==> src/rtl/dff_test_pkg.sv <==
// Shared types and helpers for the DFF radiation-test readout path.
package dff_test_pkg;

    localparam int N_BITS_DEF = 19;
    localparam int CNT_W_DEF  = 16;
    localparam int POP_W      = 64;

    typedef enum logic [1:0] {
        IDLE,
        CAPTURE,
        SHIFT
    } state_e;

    function automatic logic [7:0] popcount(input logic [POP_W-1:0] v);
        logic [7:0] c;
        c = '0;
        for (int i = 0; i < POP_W; i++) begin
            c = c + 8'(v[i]);
        end
        return c;
    endfunction

endpackage

==> src/rtl/sync_edge.sv <==
// Multi-flop synchronizer with a one-cycle rising-edge pulse per bit.
module sync_edge #(
    parameter int W      = 1,
    parameter int STAGES = 2
) (
    input  logic         clk,
    input  logic         rst_n,
    input  logic [W-1:0] d,
    output logic [W-1:0] q,
    output logic [W-1:0] rise
);

    logic [STAGES-1:0][W-1:0] sync_q, sync_d;
    logic [W-1:0]             prev_q, prev_d;

    always_comb begin
        sync_d = {sync_q[STAGES-2:0], d};
        prev_d = sync_q[STAGES-1];
    end

    always_ff @(posedge clk or negedge rst_n) begin
        if (!rst_n) begin
            sync_q <= '0;
            prev_q <= '0;
        end else begin
            sync_q <= sync_d;
            prev_q <= prev_d;
        end
    end

    assign q    = sync_q[STAGES-1];
    assign rise = sync_q[STAGES-1] & ~prev_q;

endmodule

==> src/rtl/dff_scan_readout_ctrl.sv <==
// Snapshots the DFF chain on a Pi save request, counts upsets against the
// expected pattern and shifts the snapshot out MSB first on the Pi data clock.
module dff_scan_readout_ctrl
    import dff_test_pkg::*;
#(
    parameter int N_BITS      = N_BITS_DEF,
    parameter int SYNC_STAGES = 2,
    parameter int CNT_W       = CNT_W_DEF
) (
    input  logic              CLK_50M,
    input  logic              rst_n,
    input  logic [N_BITS-1:0] dff_q,
    input  logic [N_BITS-1:0] expected,
    input  logic              save_data_dff_pi,
    input  logic              data_clk_dff_pi,
    input  logic              clr_cnt,
    output logic              data_out_dff_pi,
    output logic              busy,
    output logic [CNT_W-1:0]  frame_cnt,
    output logic [CNT_W-1:0]  upset_cnt,
    output logic              overrun
);

    localparam int IDX_W = (N_BITS > 1) ? $clog2(N_BITS) : 1;
    localparam int SUM_W = CNT_W + 9;

    logic              save_rise, dclk_rise;
    logic              save_lvl_unused, dclk_lvl_unused;
    logic [N_BITS-1:0] dff_sync, dff_rise_unused;

    sync_edge #(.W(1), .STAGES(SYNC_STAGES)) u_sync_save (
        .clk(CLK_50M), .rst_n(rst_n), .d(save_data_dff_pi),
        .q(save_lvl_unused), .rise(save_rise)
    );

    sync_edge #(.W(1), .STAGES(SYNC_STAGES)) u_sync_dclk (
        .clk(CLK_50M), .rst_n(rst_n), .d(data_clk_dff_pi),
        .q(dclk_lvl_unused), .rise(dclk_rise)
    );

    sync_edge #(.W(N_BITS), .STAGES(SYNC_STAGES)) u_sync_dff (
        .clk(CLK_50M), .rst_n(rst_n), .d(dff_q),
        .q(dff_sync), .rise(dff_rise_unused)
    );

    state_e            state_q, state_d;
    logic [N_BITS-1:0] snap_q, snap_d;
    logic [N_BITS-1:0] mism_q, mism_d;
    logic              add_pend_q, add_pend_d;
    logic [IDX_W-1:0]  bit_idx_q, bit_idx_d;
    logic              data_out_q, data_out_d;
    logic              busy_q, busy_d;
    logic [CNT_W-1:0]  frame_cnt_q, frame_cnt_d;
    logic [CNT_W-1:0]  upset_cnt_q, upset_cnt_d;
    logic              overrun_q, overrun_d;
    logic [SUM_W-1:0]  upset_sum;

    always_comb begin
        state_d     = state_q;
        snap_d      = snap_q;
        mism_d      = mism_q;
        add_pend_d  = 1'b0;
        bit_idx_d   = bit_idx_q;
        frame_cnt_d = frame_cnt_q;
        upset_cnt_d = upset_cnt_q;
        overrun_d   = overrun_q;
        upset_sum   = SUM_W'(upset_cnt_q) + SUM_W'(popcount(POP_W'(mism_q)));

        // A data clock edge coinciding with the save rise in IDLE is dropped.
        case (state_q)
            IDLE: begin
                if (save_rise) begin
                    state_d   = CAPTURE;
                    bit_idx_d = '0;
                end
            end
            CAPTURE: begin
                snap_d     = dff_sync;
                mism_d     = dff_sync ^ expected;
                add_pend_d = 1'b1;
                state_d    = SHIFT;
                if (save_rise) overrun_d = 1'b1;
            end
            SHIFT: begin
                if (save_rise) overrun_d = 1'b1;
                if (dclk_rise) begin
                    if (bit_idx_q == IDX_W'(N_BITS - 1)) begin
                        state_d   = IDLE;
                        bit_idx_d = '0;
                        if (frame_cnt_q != '1) frame_cnt_d = frame_cnt_q + 1'b1;
                    end else begin
                        bit_idx_d = bit_idx_q + 1'b1;
                    end
                end
            end
            default: state_d = IDLE;
        endcase

        if (add_pend_q) begin
            upset_cnt_d = (|upset_sum[SUM_W-1:CNT_W]) ? '1 : upset_sum[CNT_W-1:0];
        end

        if (clr_cnt) begin
            frame_cnt_d = '0;
            upset_cnt_d = '0;
            overrun_d   = 1'b0;
        end

        // Outputs are registered from next-state values so they line up with the state.
        data_out_d = (state_d == SHIFT) ? snap_d[IDX_W'(N_BITS - 1) - bit_idx_d] : 1'b0;
        busy_d     = (state_d != IDLE);
    end

    always_ff @(posedge CLK_50M or negedge rst_n) begin
        if (!rst_n) begin
            state_q     <= IDLE;
            snap_q      <= '0;
            mism_q      <= '0;
            add_pend_q  <= 1'b0;
            bit_idx_q   <= '0;
            data_out_q  <= 1'b0;
            busy_q      <= 1'b0;
            frame_cnt_q <= '0;
            upset_cnt_q <= '0;
            overrun_q   <= 1'b0;
        end else begin
            state_q     <= state_d;
            snap_q      <= snap_d;
            mism_q      <= mism_d;
            add_pend_q  <= add_pend_d;
            bit_idx_q   <= bit_idx_d;
            data_out_q  <= data_out_d;
            busy_q      <= busy_d;
            frame_cnt_q <= frame_cnt_d;
            upset_cnt_q <= upset_cnt_d;
            overrun_q   <= overrun_d;
        end
    end

    assign data_out_dff_pi = data_out_q;
    assign busy            = busy_q;
    assign frame_cnt       = frame_cnt_q;
    assign upset_cnt       = upset_cnt_q;
    assign overrun         = overrun_q;

endmodule

==> config.mk <==
export PLATFORM = sky130hd
export DESIGN_NAME = dff_scan_readout_ctrl
export DESIGN_NICKNAME = d
export VERILOG_FILES = /design/src/rtl/dff_test_pkg.sv /design/src/rtl/sync_edge.sv /design/src/rtl/dff_scan_readout_ctrl.sv
export SDC_FILE = /design/constraint.sdc
export NUM_CORES = 1
export LEC_CHECK = 0
export BUFFER_PORTS_ARGS = -buffer_cell sky130_fd_sc_hd__buf_2
export CORE_MARGIN = 5
export CORE_UTILIZATION = 25
export CTS_BUF_LIST = sky130_fd_sc_hd__clkbuf_4
export CTS_CLUSTER_SIZE = 40
export DETAILED_ROUTE_END_ITERATION = 8
export MAX_ROUTING_LAYER = met4
export SETUP_SLACK_MARGIN = 0.2
export SLEW_MARGIN = 20
export SYNTH_ARGS = -nofsm -noshare
export SYNTH_HDL_FRONTEND = slang
export SYNTH_SLANG_ARGS = --single-unit
==> constraint.sdc <==
create_clock -name CLK_50M -period 12.64 [get_ports CLK_50M]
set_input_delay 1.896 -clock CLK_50M [delete_from_list [all_inputs] [get_ports CLK_50M]]
set_output_delay 1.896 -clock CLK_50M [all_outputs]
set_load 0.005 [all_outputs]
==> impl_summary.txt <==
----------------------------------------------------
[Global routing]
  Antenna violations before repair ... 1
  Via count of the first global-routing pass ... 4020
  Total track usage ... 10.70%
  Wire length of the first global-routing pass ... 21.67 mm
  Total congestion overflow after global routing ... 0
  Largest net degree at the start of global routing ... 74

[Floorplan]
  Initial core utilization ... 25.35%
  Overall die area ... 0.02698 mm2
  Die Y ... 164.3 um
  Chip width ... 164.3 um
  Core Area ... 0.02347 mm2
  Total I/O pin count ... 78
  Number of rows in the core area ... 56

[Synthesis]
  Number of synthesized flops with an enable pin ... 0
  Number of library cell types mapped by synthesis ... 60
  Sequential fraction of the synthesis area ... 52.58%
  Cells after Synth ... 526
  Top flip-flop cell by instance count after synthesis ... dfrtp_1
  Register bit total from synthesis ... 125
  Fraction of registers with async set/reset ... 100.0%
  Net count of the mapped netlist ... 604
  Summed instance area of the synthesized netlist ... 0.005949 mm2
  Number of warning messages in the yosys log ... 0
  Average cell area after synthesis ... 11.31 um2

[Drt]
  Via density per instance ... 4.231
  Post-detailed-routing wire length ... 13.32 mm
  DR pass1 iterations ... 4
  Number of antenna-violating nets in the routed design ... 0
  DRC ... 0
  Vias post-DR ... 3981
  Number of DRC markers after the initial detailed-route iteration ... 147
  Routed len/inst ... 14.16 um

[Timing]
  RSZ-0062 raised after global routing ... false
  Worst slew slack as a fraction of its limit ... 38.03%
  Number of failing hold endpoints at the final stage ... 0
  Tightest hold margin ... 0.3559 ns
  Worst setup slack after layout ... 7.444 ns
  Final number of setup-violating endpoints ... 0
  Skew final ... 0.02793 ns
  Shortest period the worst path allows ... 5.196 ns
  Fraction of the cycle the final worst path needs ... 41.11%
  Setup TNS ... 0 ns
  Highest achievable clock rate ... 192.5 MHz
  Slew @ Worst Pin ... 0.9295 ns
  Number of pins with negative max-slew slack in the final report ... 0

[Placed design]
  Global placement routability congestion ... 0.8045
  Worst slack, placed ... 7.403 ns
  Post-Place Cells ... 908
  Number of buffers inserted by port buffering ... 77
  Final HPWL DP ... 9.783 mm

[Power and ir drop]
  Leakage dissipation ... 3.156 nW
  Total power of the final layout ... 0.002219 W
  Power density relative to cell area ... 318.7 mW/mm2
  IR Drop Worst-Case VDD ... 0.0003446 V

[Setup path]
  Crit path buf inv count ... 2
  Critical path launch point type ... flip-flop
  CP required ... 13.02 ns
  Stage delay of the slowest cell on the critical path ... 0.54 ns
  Cell repeated most along the worst path ... fa_1
  Instance count on the critical path ... 16
  Crit-path cells ... fa_1 -> inv_1 -> fa_1 -> fa_1 -> fa_1 -> fa_1 -> inv_1 -> ha_1 -> fa_1 -> a21o_1 -> a21oi_1 -> o21bai_1 -> a21oi_1 -> nor2_1 -> nor4b_1 -> nor3_1
  Highest fanout seen on the critical path ... 11
  Top Family by Delay on Critical Path ... adder cells
  Endpoint type of the worst setup path ... flip-flop
  R2r worst-path depth ... 16
  Arrival time at the worst endpoint ... 5.58 ns
  Critical Path Slowest Stage Cell ... fa_1
  Type of the setup path with the least slack ... reg -> reg

[Layout]
  Nets@finish ... 686
  Number of standard cells in the final layout excluding fillers ... 941
  Count of fill cells added during filler insertion ... 2442
  Multi-input logic area ... 0.002592 mm2
  Area Overhead vs Synth ... 17.06%
  Fraction of layout cells with a size suffix above 1 ... 23.03%
  Area of all sequential standard cells ... 0.003128 mm2

[Clock tree]
  Clock insertion delay at the later pin of the skew report ... 0.52 ns
  Number of levels the H-tree was split into ... 4
  Hold Buf Count CTS ... 0
  Clock transition time at the flip-flop clock pins of the worst setup and hold paths ... 0.14 ns
  TritonCTS Buffers ... 17
  Number of resized instances in the post-cts repair step ... 0
  Clock tree sinks ... 125
  CTS tree ... done
  Post-CTS setup buffers ... 0
  CTS Root Cell ... clkbuf_4
  Clk buf depth ... 2

[Worst hold path]
  Min-Delay Path Depth ... 0
  Hold WC Path Type ... reg -> reg

[Run status]
  Status ... completed

[Job]
  Count of maximum capacitance violations ... 0

----------------------------------------------------
registers in the layout (all words and copies together) (netlist names), 2 cells and up:
register           count
mism_q                19
u_sync_dff.q          19
frame_cnt             16
u_sync_dff.sync_d     19
upset_cnt             16
snap_q                19
state_q                2
bit_idx_q              5
power breakdown:
part           internal (W)  switching, W
Combinational      0.000662      0.000744
Clock              0.000119      0.000160
Sequential         0.000483     0.0000519
Total               0.00126      0.000956
metrics by stage:
step	area, um2	util [%]
finish	6964	29.67
global route	6964	29.67
CTS	6962	29.66
detailed placement	6680	28.46
global placement	6680	28.46
floorplan	5949	-
cell usage in the layout (no fill, tap or decap), types with 4 or more instances in the layout:
cell / count
xnor2_1: 28
dfrtp_1: 125
nand2_1: 19
fa_1: 14
and4_1: 4
o21ai_0: 7
mux2i_1: 5
ha_1: 20
a21o_1: 4
clkbuf_4: 18
a21oi_1: 38
o22ai_1: 5
inv_1: 42
nor2b_1: 5
a31oi_1: 6
nor3_1: 8
buf_2: 76
a211oi_1: 6
and2_1: 4
o211ai_1: 4
mux2_2: 16
nand4_1: 5
nor2_1: 61
or3_1: 4
clkinvlp_4: 5
xor2_1: 12
nor4b_1: 4
nand3_1: 17
synthesized netlist by cell type (5+ instances only):
cell	count	area share (%)
dfrtp_1	125	53
nor2_1	61	3.8
inv_1	42	2.6
a21oi_1	38	3.2
xnor2_1	28	4.1
ha_1	21	4.4
nand2_1	19	1.2
nand3_1	17	1.4
mux2_2	16	3.0
fa_1	14	4.7
xor2_1	12	1.8
clkbuf_1	10	0.63
nor3_1	8	0.67
o21ai_0	7	0.59
a211oi_1	6	0.76
a31oi_1	6	0.63
mux2i_1	5	0.84
nand4_1	5	0.53
nor2b_1	5	0.53
o22ai_1	5	0.53
area by class of cell:
| cell class | count | share of cell area, % |
|---|---|---|
| diodes | 1 | 0.03593 |
| repair buffers | 79 | 5.785 |
| multi-input cells | 343 | 37.23 |
| flip-flops and latches | 125 | 44.92 |
| inverters | 42 | 2.264 |
| well taps | 319 | 5.731 |
| clock buffers | 18 | 1.940 |
| clock inverters | 14 | 2.102 |
per-layer routing:
layer	track usage [%]	wire (um)	part of all wire, %
met3	2.811	474	3.6
met5	-	0	0
met4	3.241	163	1.2
met2	16.35	6314	47
met1	13.99	6369	48
kinds of logic (layout without fill, tap and decap cells):
group / Yosys count / count (layout) / synth area share (%)
flip-flops: 125 / 125 / 52.58
buffers and inverters: 58 / 153 / 3.891
adder cells (fa/ha/maj): 35 / 35 / 9.127
other: 0 / 1 / 0
XOR/XNOR: 40 / 40 / 5.889
multiplexers: 21 / 21 / 3.870
AO/OA/AOI/OAI: 97 / 97 / 11.44
AND/OR/NAND/NOR: 150 / 150 / 13.21
worst paths after layout:
check                                           startpoint  slack, ns                               to
max reg2reg                       upset_cnt[0]$_DFFE_PN0P_       7.44        upset_cnt[11]$_DFFE_PN0P_
min                        u_sync_dff.sync_d[27]$_DFF_PN0_       0.36        u_sync_dff.q[8]$_DFF_PN0_
max                               upset_cnt[0]$_DFFE_PN0P_       7.44        upset_cnt[11]$_DFFE_PN0P_
min reg2reg                u_sync_dff.sync_d[27]$_DFF_PN0_       0.36        u_sync_dff.q[8]$_DFF_PN0_
max in group asynchronous                            rst_n       9.88        u_sync_dff.q[0]$_DFF_PN0_
min in group asynchronous                            rst_n       1.52  u_sync_dclk.sync_d[1]$_DFF_PN0_
No activity file was read; power rests on OpenSTA's default activity.
